`src/rtl/fetch_unit.sv`:
```
// -----------------------------------------------------------------------------
// fetch_unit
//
// Instruction fetch stage. It issues one word-aligned request at a time to the
// instruction memory and buffers returned instructions in a 2-entry {pc, instr}
// FIFO. The FD pipeline register is loaded from that FIFO, or with a NOP bubble
// when nothing can be consumed. A redirect (taken branch, jump or mispredict)
// flushes everything. If a request is still in flight when the redirect
// arrives, the unit enters DRAIN and discards that stale response.
//
// Ports
//   clk          single clock, rising edge
//   rst          synchronous, active-high reset
//   pc_en        control unit permits consuming an instruction
//   fd_en        FD register update enable
//   redirect     flush and restart fetch at redirect_pc
//   redirect_pc  new fetch address (bits [1:0] ignored)
//   imem_req     instruction-memory request
//   imem_addr    request address (word aligned)
//   imem_gnt     memory accepts the request this cycle
//   imem_rvalid  read data valid
//   imem_rdata   read data
//   instr_out    FD register instruction
//   pc_out       PC of instr_out
//   instr_valid  instr_out is a real instruction, not a bubble
//   stall        no fetched instruction is available
// -----------------------------------------------------------------------------
module fetch_unit #(
  parameter logic [31:0] RESET_PC  = 32'h0000_0000,
  parameter logic [31:0] NOP_INSTR = 32'h0000_0013
) (
  input  logic        clk,
  input  logic        rst,
  input  logic        pc_en,
  input  logic        fd_en,
  input  logic        redirect,
  input  logic [31:0] redirect_pc,
  output logic        imem_req,
  output logic [31:0] imem_addr,
  input  logic        imem_gnt,
  input  logic        imem_rvalid,
  input  logic [31:0] imem_rdata,
  output logic [31:0] instr_out,
  output logic [31:0] pc_out,
  output logic        instr_valid,
  output logic        stall
);

  typedef enum logic [1:0] {
    ST_RESET = 2'd0,
    ST_RUN   = 2'd1,
    ST_DRAIN = 2'd2
  } state_e;

  state_e      state_q, state_d;
  logic [31:0] fpc_q, fpc_d;        // next address to fetch
  logic [31:0] req_pc_q, req_pc_d;  // PC of the request in flight
  logic        outst_q, outst_d;    // one request in flight

  // Two-entry FIFO: the storage is not reset, only pointers and count are.
  logic [31:0] fifo_pc_q    [2];
  logic [31:0] fifo_instr_q [2];
  logic        rd_ptr_q, rd_ptr_d;
  logic        wr_ptr_q, wr_ptr_d;
  logic [1:0]  count_q, count_d;

  // FD register
  logic [31:0] instr_q, instr_d;
  logic [31:0] pc_q, pc_d;
  logic        valid_q, valid_d;

  logic        grant;
  logic        push;
  logic        pop;
  logic [31:0] redirect_tgt;
  logic        unused_redirect_lsb;

  assign redirect_tgt        = {redirect_pc[31:2], 2'b00};
  assign unused_redirect_lsb = ^redirect_pc[1:0];

  // A new request needs a free FIFO slot for its eventual response. With no
  // request in flight, (count + outstanding) < 2 reduces to count < 2.
  assign imem_req  = (state_q == ST_RUN) && !outst_q && (count_q < 2'd2) && !redirect;
  assign imem_addr = fpc_q;
  assign grant     = imem_req && imem_gnt;

  // Responses are only kept in RUN; in DRAIN, or under a same-cycle redirect,
  // they belong to a discarded fetch path.
  assign push = (state_q == ST_RUN) && outst_q && imem_rvalid && !redirect;
  assign pop  = fd_en && pc_en && !redirect && (count_q != 2'd0);

  assign stall       = (count_q == 2'd0);
  assign instr_out   = instr_q;
  assign pc_out      = pc_q;
  assign instr_valid = valid_q;

  // NOTE: every variable gets a default at the top of the block, so no path
  // through the logic below can leave one unassigned and infer a latch.
  always_comb begin
    state_d  = state_q;
    fpc_d    = fpc_q;
    req_pc_d = req_pc_q;
    outst_d  = outst_q;
    rd_ptr_d = rd_ptr_q;
    wr_ptr_d = wr_ptr_q;
    count_d  = count_q;
    instr_d  = instr_q;
    pc_d     = pc_q;
    valid_d  = valid_q;

    unique case (state_q)
      ST_RESET: state_d = ST_RUN;
      ST_RUN:   if (redirect && outst_q && !imem_rvalid) state_d = ST_DRAIN;
      ST_DRAIN: if (imem_rvalid) state_d = ST_RUN;
      default:  state_d = ST_RESET;
    endcase

    // A grant needs no request in flight, so it never coincides with a response.
    if (grant) begin
      outst_d = 1'b1;
    end else if (outst_q && imem_rvalid) begin
      outst_d = 1'b0;
    end

    if (redirect) begin
      fpc_d = redirect_tgt;
    end else if (grant) begin
      fpc_d    = fpc_q + 32'd4;  // wraps 0xFFFF_FFFC -> 0
      req_pc_d = fpc_q;
    end

    if (redirect) begin
      rd_ptr_d = 1'b0;
      wr_ptr_d = 1'b0;
      count_d  = 2'd0;
    end else begin
      if (push) wr_ptr_d = ~wr_ptr_q;
      if (pop)  rd_ptr_d = ~rd_ptr_q;
      case ({push, pop})
        2'b10:   count_d = count_q + 2'd1;
        2'b01:   count_d = count_q - 2'd1;
        default: count_d = count_q;
      endcase
    end

    // Bubbles keep the old pc_out; only real instructions move it.
    if (redirect) begin
      instr_d = NOP_INSTR;
      valid_d = 1'b0;
    end else if (fd_en) begin
      if (pop) begin
        instr_d = fifo_instr_q[rd_ptr_q];
        pc_d    = fifo_pc_q[rd_ptr_q];
        valid_d = 1'b1;
      end else begin
        instr_d = NOP_INSTR;
        valid_d = 1'b0;
      end
    end
  end

  // NOTE: sequential state uses non-blocking assignments so every register
  // samples the pre-edge values, independent of process ordering.
  always_ff @(posedge clk) begin
    if (rst) begin
      state_q  <= ST_RESET;
      fpc_q    <= RESET_PC;
      req_pc_q <= RESET_PC;
      outst_q  <= 1'b0;
      rd_ptr_q <= 1'b0;
      wr_ptr_q <= 1'b0;
      count_q  <= 2'd0;
      instr_q  <= NOP_INSTR;
      pc_q     <= 32'd0;
      valid_q  <= 1'b0;
    end else begin
      state_q  <= state_d;
      fpc_q    <= fpc_d;
      req_pc_q <= req_pc_d;
      outst_q  <= outst_d;
      rd_ptr_q <= rd_ptr_d;
      wr_ptr_q <= wr_ptr_d;
      count_q  <= count_d;
      instr_q  <= instr_d;
      pc_q     <= pc_d;
      valid_q  <= valid_d;
    end
  end

  // NOTE: FIFO storage has no reset; the count and pointers alone decide what
  // is valid, so a stray write while rst is high is never observed.
  always_ff @(posedge clk) begin
    if (push) begin
      fifo_pc_q[wr_ptr_q]    <= req_pc_q;
      fifo_instr_q[wr_ptr_q] <= imem_rdata;
    end
  end

endmodule
```
`config.mk`:
```
export PLATFORM = sky130hd
export DESIGN_NAME = fetch_unit
export DESIGN_NICKNAME = d
export VERILOG_FILES = /design/src/rtl/fetch_unit.sv
export SDC_FILE = /design/constraint.sdc
export NUM_CORES = 1
export LEC_CHECK = 0
export CAP_MARGIN = 0
export CORE_UTILIZATION = 45
export DETAILED_ROUTE_END_ITERATION = 12
export GPL_TIMING_DRIVEN = 0
export PLACE_DENSITY = 0.7
export SLEW_MARGIN = 30
export SYNTH_ARGS = -nofsm -noshare
export SYNTH_HDL_FRONTEND = slang
export SYNTH_SLANG_ARGS = --single-unit
```
`constraint.sdc`:
```
create_clock -name clk -period 6.96 [get_ports clk]
set_input_delay 2.088 -clock clk [delete_from_list [all_inputs] [get_ports clk]]
set_output_delay 2.088 -clock clk [all_outputs]
set_load 0.005 [all_outputs]
```
==> results of run 1 <==
-- critical path, stage by stage --
cell and delay [ps]:
clkbuf_1 190, nor3b_1 300, clkbuf_1 500, nor3b_1 360, clkdlybuf4s50_1 560
-- logic make-up after synthesis --
| group | after synthesis | synth area share, % |
|---|---|---|
| xor+xnor | 11 | 0.994 |
| buf+inv | 70 | 2.94 |
| fa+ha+maj | 2 | 0.258 |
| flops | 255 | 65.5 |
| mux | 67 | 7.01 |
| simple gates | 272 | 12.9 |
| other cells | 1 | 0.0387 |
| compound gates | 169 | 10.4 |
-- routing by layer --
layer / vias up / global-route usage (%)
met5: - / 0
met4: 0 / 6.02
met3: 32 / 3.49
met2: 279 / 33.9
met1: 3409 / 28.6
li1: 3467 / -
-- layout by cell type, fill, tap and decap left out, types with 4 or more instances in the layout --
| master | instances |
|---|---|
| o211ai_1 | 4 |
| clkbuf_8 | 4 |
| buf_16 | 6 |
| nor3_1 | 7 |
| a211oi_1 | 33 |
| o22ai_1 | 7 |
| mux2_2 | 4 |
| and3_1 | 11 |
| clkinv_2 | 5 |
| nand4_1 | 16 |
| dfxtp_1 | 131 |
| xor2_1 | 7 |
| nand3_1 | 12 |
| o21ai_0 | 10 |
| clkbuf_1 | 64 |
| clkbuf_16 | 28 |
| conb_1 | 4 |
| a31oi_1 | 17 |
| xnor2_1 | 4 |
| nand2_1 | 90 |
| mux2i_1 | 60 |
| a21oi_1 | 83 |
| edfxtp_1 | 124 |
| clkdlybuf4s50_1 | 161 |
| and2_1 | 6 |
| inv_1 | 6 |
| nor2_1 | 107 |
| buf_4 | 4 |
-- per-stage QoR --
stage / std cells / utilization (%) / power, µW / area (µm²) / worst slack [ps]
2_1_floorplan: 850 / - / 1690 / 9710 / 979
3_5_place_dp: 1292 / 56.2 / 1780 / 11800 / 879
5_1_grt: 1340 / 60.2 / 3210 / 12700 / 706
4_1_cts: 1340 / 60.2 / 3130 / 12700 / 838
6_report: 1340 / 60.2 / 3110 / 12700 / 872
3_3_place_gp: 1286 / 55.3 / 1780 / 11700 / -1190
-- final cells by class --
class	instances	area, µm²
timing repair buffer	167	1780
multi-input combinational	525	3090
sequential	255	6350
inverter	8	30.0
tap	275	344
clock inverter	8	67.6
buffer	62	255
clock buffer	40	786
fill	1688	8390
-- how the worst max path moves through the flow --
stage                     cells past startpoint  startpoint                  to
after CTS                                     5    redirect            imem_req
after floorplan                               5    redirect  fifo_instr_q[0][0]
final                                         5    redirect            imem_req
after detailed placement                      5    redirect            imem_req
after global placement                        5    redirect     fifo_pc_q[0][4]
after global routing                          5    redirect            imem_req
-- power by group through the flow --
stage,clock network [µW],registers [µW],logic (µW)
6_report,1360,1610,144
5_1_grt,1450,1610,155
4_1_cts,1390,1600,144
3_5_place_dp,0,1640,142
3_3_place_gp,0,1640,139
2_1_floorplan,0,1630,55.0
-- sequential cells by signal, summed over array words and instances (netlist names), 2 cells and up, named ones only --
signal        flops
fifo_instr_q     64
fifo_pc_q        60
instr_out        32
imem_addr        30
pc_out           30
req_pc_q         30
count_q           2
state_q           2
==> impl_metrics.tcl, run 1 <==
set metrics [dict create \
    cts_resized 0 \
    ys_seq_area_share_pct 65.5 \
    seqPwrFrac_pct 51.6 \
    clkTransAtPathRegs_ps 60 \
    drc_errors 0 \
    p_leak_uw 0.00406 \
    fmax_mhz 164 \
    worstMarginPinSlew_ps 848 \
    timing.hold.ws_ps 449 \
    start_util_pct 46.0 \
    min_to "fifo_pc_q[1][25]" \
    wl_met2_um 10800 \
    track_usage_pct 20.8 \
    switchingPower_uw 642 \
    endpoint_kind "output port" \
    clock_latency_ps 520 \
    synth_edf_count 124 \
    cts_htree_levels 1 \
    antenna_found_initial 0 \
    io_pins 170 \
    sw_frac_of_total_pct 20.6 \
    clockRootBuffer "clkbuf_16" \
    p_int_uw 2470 \
    worstHoldStart "req_pc_q[25]" \
    min_path_cells 0 \
    clk_path_buf_depth 3 \
    synth.most_common_cell "dfxtp_1" \
    syn-cell-area_um2 9700 \
    cts_setup_buffers 0 \
    path_max_fanout 10 \
    period_share_pct 87.5 \
    drv_cap 0 \
    highest_layer "met4" \
    cp.arrival_ps 4000 \
    die_area_um2 22100 \
    io_buffer_count 161 \
    areaGrowthSynthToFinish_pct 30.9 \
    tritoncts "done" \
    fin_nets 1118 \
    met3_wirelength_um 1720 \
    diodes 0 \
    ys_types 51 \
    hold_path.class "reg2reg" \
    grt-ovfl-total 0 \
    yosysWarnings 0 \
    synth_top_cells_by_count "dfxtp_1, edfxtp_1, nor2_1" \
    gp_congestion 0.921 \
    wl_met1_um 10100 \
    hold_buffers 0 \
    ff2ff_path_depth 6 \
    grt_setup_unrepaired "no" \
    coreArea_um2 21100 \
    layout-drive-gt1-share_pct 6.01 \
    cts.sinks 255 \
    chipWidth_um 149 \
    slew_viol_final 0 \
    cts_buffers 26 \
    status "finished clean" \
    wl_per_cell_um 17.2 \
    grt_first_pass_wirelength_um 36000 \
    synth.area.top_cells "edfxtp_1, dfxtp_1, mux2i_1, a21oi_1, nor2_1" \
    layout_min_cycle_time_ps 6090 \
    rows 53 \
    synth_top_area_cell "edfxtp_1" \
    async_flop_share_pct 0 \
    drtIter0Drc 553 \
    syn_inst 847 \
    finalHoldViolCount 0 \
    syn_avg_cell_area_um2 11.4 \
    yosys.area.top_type_share_pct 38.4 \
    dp_hpwl_um 16400 \
    vias 7187 \
    synth_ff_type "dfxtp_1" \
    max_slew_margin_pct 43.1 \
    synth-seq-cells 255 \
    grt_pass1_vias 6778 \
    die_y_um 149 \
    crit_path_start_kind "input port" \
    tns_ps 0 \
    skew_ps 12.9 \
    rr_endpoint "fifo_pc_q[1][6]" \
    setup_viol 0 \
    pwr-share-clk_pct 43.8 \
    pwr_density_cell_nw_per_um2 245 \
    viasPerCell 5.36 \
    required_ps 4870 \
    ant_nets 0 \
    reg2reg_slack_ps 4130 \
    drtPass1Iterations 5 \
    crit_type "in2out" \
    peakVddDrop_mv 0.174 \
    routed_wl_um 23100 \
    grt_max_degree 21 \
    rr_startpoint "state_q[0]" \
    p_comb_share_pct 4.6 \
]
(Power assumes the default switching activity.)
==> run 2, diff against run 1 <==
--- a/config.mk
+++ b/config.mk
@@ -14,3 +14,4 @@
 export SYNTH_ARGS = -nofsm -noshare
 export SYNTH_HDL_FRONTEND = slang
 export SYNTH_SLANG_ARGS = --single-unit
+export TNS_END_PERCENT = 1
==> results of run 2 <==
The final DEF is identical to that of run 1; final timing and power are the same.
==> run 3, diff against run 2 <==
--- a/config.mk
+++ b/config.mk
@@ -5,8 +5,8 @@
 export SDC_FILE = /design/constraint.sdc
 export NUM_CORES = 1
 export LEC_CHECK = 0
-export CAP_MARGIN = 0
 export CORE_UTILIZATION = 45
+export CTS_BUF_LIST = sky130_fd_sc_hd__clkbuf_16
 export DETAILED_ROUTE_END_ITERATION = 12
 export GPL_TIMING_DRIVEN = 0
 export PLACE_DENSITY = 0.7
==> run 3 against run 2 <==
  * Sequential share of layout area grew 0.16 points
  * Sequential power is essentially flat
  * Clock skew down 5.8 ps
  * Largest cell class unchanged
  * Via count is essentially flat
  * Non-clock buffer count unchanged
  * First-iteration DRC count fell by 5.6%
  * Register-to-register slack barely moved
  * Global-route usage is essentially flat
==> impl_metrics.tcl, run 3 (synthesis results as in run 1) <==
set metrics [dict create \
    coreArea_um2 21100 \
    hold_path.class "reg2reg" \
    tns_ps 0 \
    drc_errors 0 \
    final_common_cell "clkdlybuf4s50_1" \
    min_path_cells 0 \
    mostFrequentLayoutCells "clkdlybuf4s50_1, dfxtp_1, edfxtp_1" \
    place_area_um2 11800 \
    min_to "fifo_pc_q[1][25]" \
    areaGrowthSynthToFinish_pct 30.5 \
    drtIter0Drc 522 \
    diodes 0 \
    crit_path_start_kind "input port" \
    required_ps 4870 \
    layout-drive-gt1-share_pct 5.63 \
    antenna_found_initial 0 \
    routed_wl_um 23100 \
    largest_reg_flops 64 \
    crit_cells 5 \
    chipWidth_um 149 \
    peakVddDrop_mv 0.149 \
    worstMarginPinSlew_ps 880 \
    setup_viol 0 \
    hold_buffers 0 \
    drv_cap 0 \
    rr_endpoint "fifo_pc_q[1][5]" \
    reg2reg_slack_ps 4140 \
    die_y_um 149 \
    pwr-share-clk_pct 42.7 \
    p_leak_uw 0.00407 \
    layout_min_cycle_time_ps 6090 \
    finalHoldViolCount 0 \
    clock_latency_ps 520 \
    grt_first_pass_wirelength_um 36000 \
    grt_setup_unrepaired "no" \
    stdcell_area_um2 12700 \
    cts_resized 0 \
    vias 7184 \
    dp_hpwl_um 16400 \
    cp_cell_sequence "clkbuf_1 > nor3b_1 > clkbuf_1 > nor3b_1 > clkdlybuf4s50_1" \
    worst_path_largest_cell_delay_ps 570 \
    pwr_density_cell_nw_per_um2 241 \
    rr_startpoint "state_q[0]" \
    switchingPower_uw 642 \
    wl_per_cell_um 17.3 \
    cts.sinks 255 \
    status "finished clean" \
    crit_type "in2out" \
    ff2ff_path_depth 6 \
    rows 53 \
    drtPass1Iterations 5 \
    die_area_um2 22100 \
    track_usage_pct 20.8 \
    cts_setup_buffers 0 \
    period_share_pct 87.4 \
    cts_htree_levels 1 \
    ant_nets 0 \
    clk_path_buf_depth 3 \
    cp.arrival_ps 4000 \
    crit_family "buffers and inverters" \
    cts_buffers 26 \
    cp_num_buf_inv 3 \
    gp_congestion 0.921 \
    start_util_pct 46.0 \
    sw_frac_of_total_pct 21.0 \
    fmax_mhz 164 \
    worstHoldStart "req_pc_q[25]" \
    skew_ps 7.14 \
    worst_path_max_delay_cell "clkdlybuf4s50_1" \
    endpoint_kind "output port" \
    grt_max_degree 21 \
    grt-ovfl-total 0 \
    io_buffer_count 161 \
    fin_nets 1118 \
    p_int_uw 2410 \
    path_max_fanout 10 \
    clockRootBuffer "clkbuf_16" \
    seqPwrFrac_pct 52.6 \
    regMostFlops "fifo_instr_q" \
    p_comb_share_pct 4.7 \
    grt_pass1_vias 6787 \
    report.power.total_uw 3050 \
    io_pins 170 \
    viasPerCell 5.36 \
    max_slew_margin_pct 40.9 \
    slew_viol_final 0 \
    tritoncts "done" \
    clkTransAtPathRegs_ps 60 \
]
run 3: cell types whose count changed in the layout (fill, tap and decap cells not counted), sizes merged:
| cell | previous run | this run |
|---|---|---|
| clkbuf | 96 | 84 |
| clkinv | 8 | 12 |
| inv | 7 | 15 |
run 3: stage by stage:
stage          cells  hold WS (ps)  worst slack [ps]  utilization (%)
2_1_floorplan    850           425               979                -
3_3_place_gp    1286           430             -1190             55.3
3_5_place_dp    1292           438               879             56.2
4_1_cts         1340           451               838             60.0
5_1_grt         1340           463               704             60.0
6_report        1340           447               874             60.0
run 3: area by class of cell:
cell class,instances,area [µm²]
buffer,62,255
clock buffer,28,701
clock inverter,20,113
fill,1697,8430
inverter,8,30.0
multi-input combinational,525,3090
sequential,255,6350
tap,275,344
timing repair buffer,167,1780
run 3: power groups by stage:
| stage | logic [µW] | clock network, µW | registers (µW) |
|---|---|---|---|
| after CTS | 144 | 1330 | 1600 |
| after detailed placement | 142 | 0 | 1640 |
| after floorplan | 55.0 | 0 | 1630 |
| after global placement | 139 | 0 | 1640 |
| after global routing | 155 | 1400 | 1610 |
| final | 144 | 1300 | 1610 |
run 3: how the worst max path moves through the flow:
stage,from,slack [ps],end
6_report,redirect,870,imem_req
2_1_floorplan,redirect,980,fifo_instr_q[0][0]
5_1_grt,redirect,700,imem_req
3_3_place_gp,redirect,-1190,fifo_pc_q[0][4]
3_5_place_dp,redirect,880,imem_req
4_1_cts,redirect,840,imem_req
run 3: metal layers:
layer | up-vias | share of wire, % | global-route usage (%) | wire length [µm]
met5 | - | 0 | 0 | 0
met4 | 0 | 2.1 | 6.07 | 492
met3 | 38 | 7.5 | 3.43 | 1720
met2 | 279 | 47 | 33.9 | 10800
met1 | 3403 | 44 | 28.6 | 10100
li1 | 3464 | - | - | -
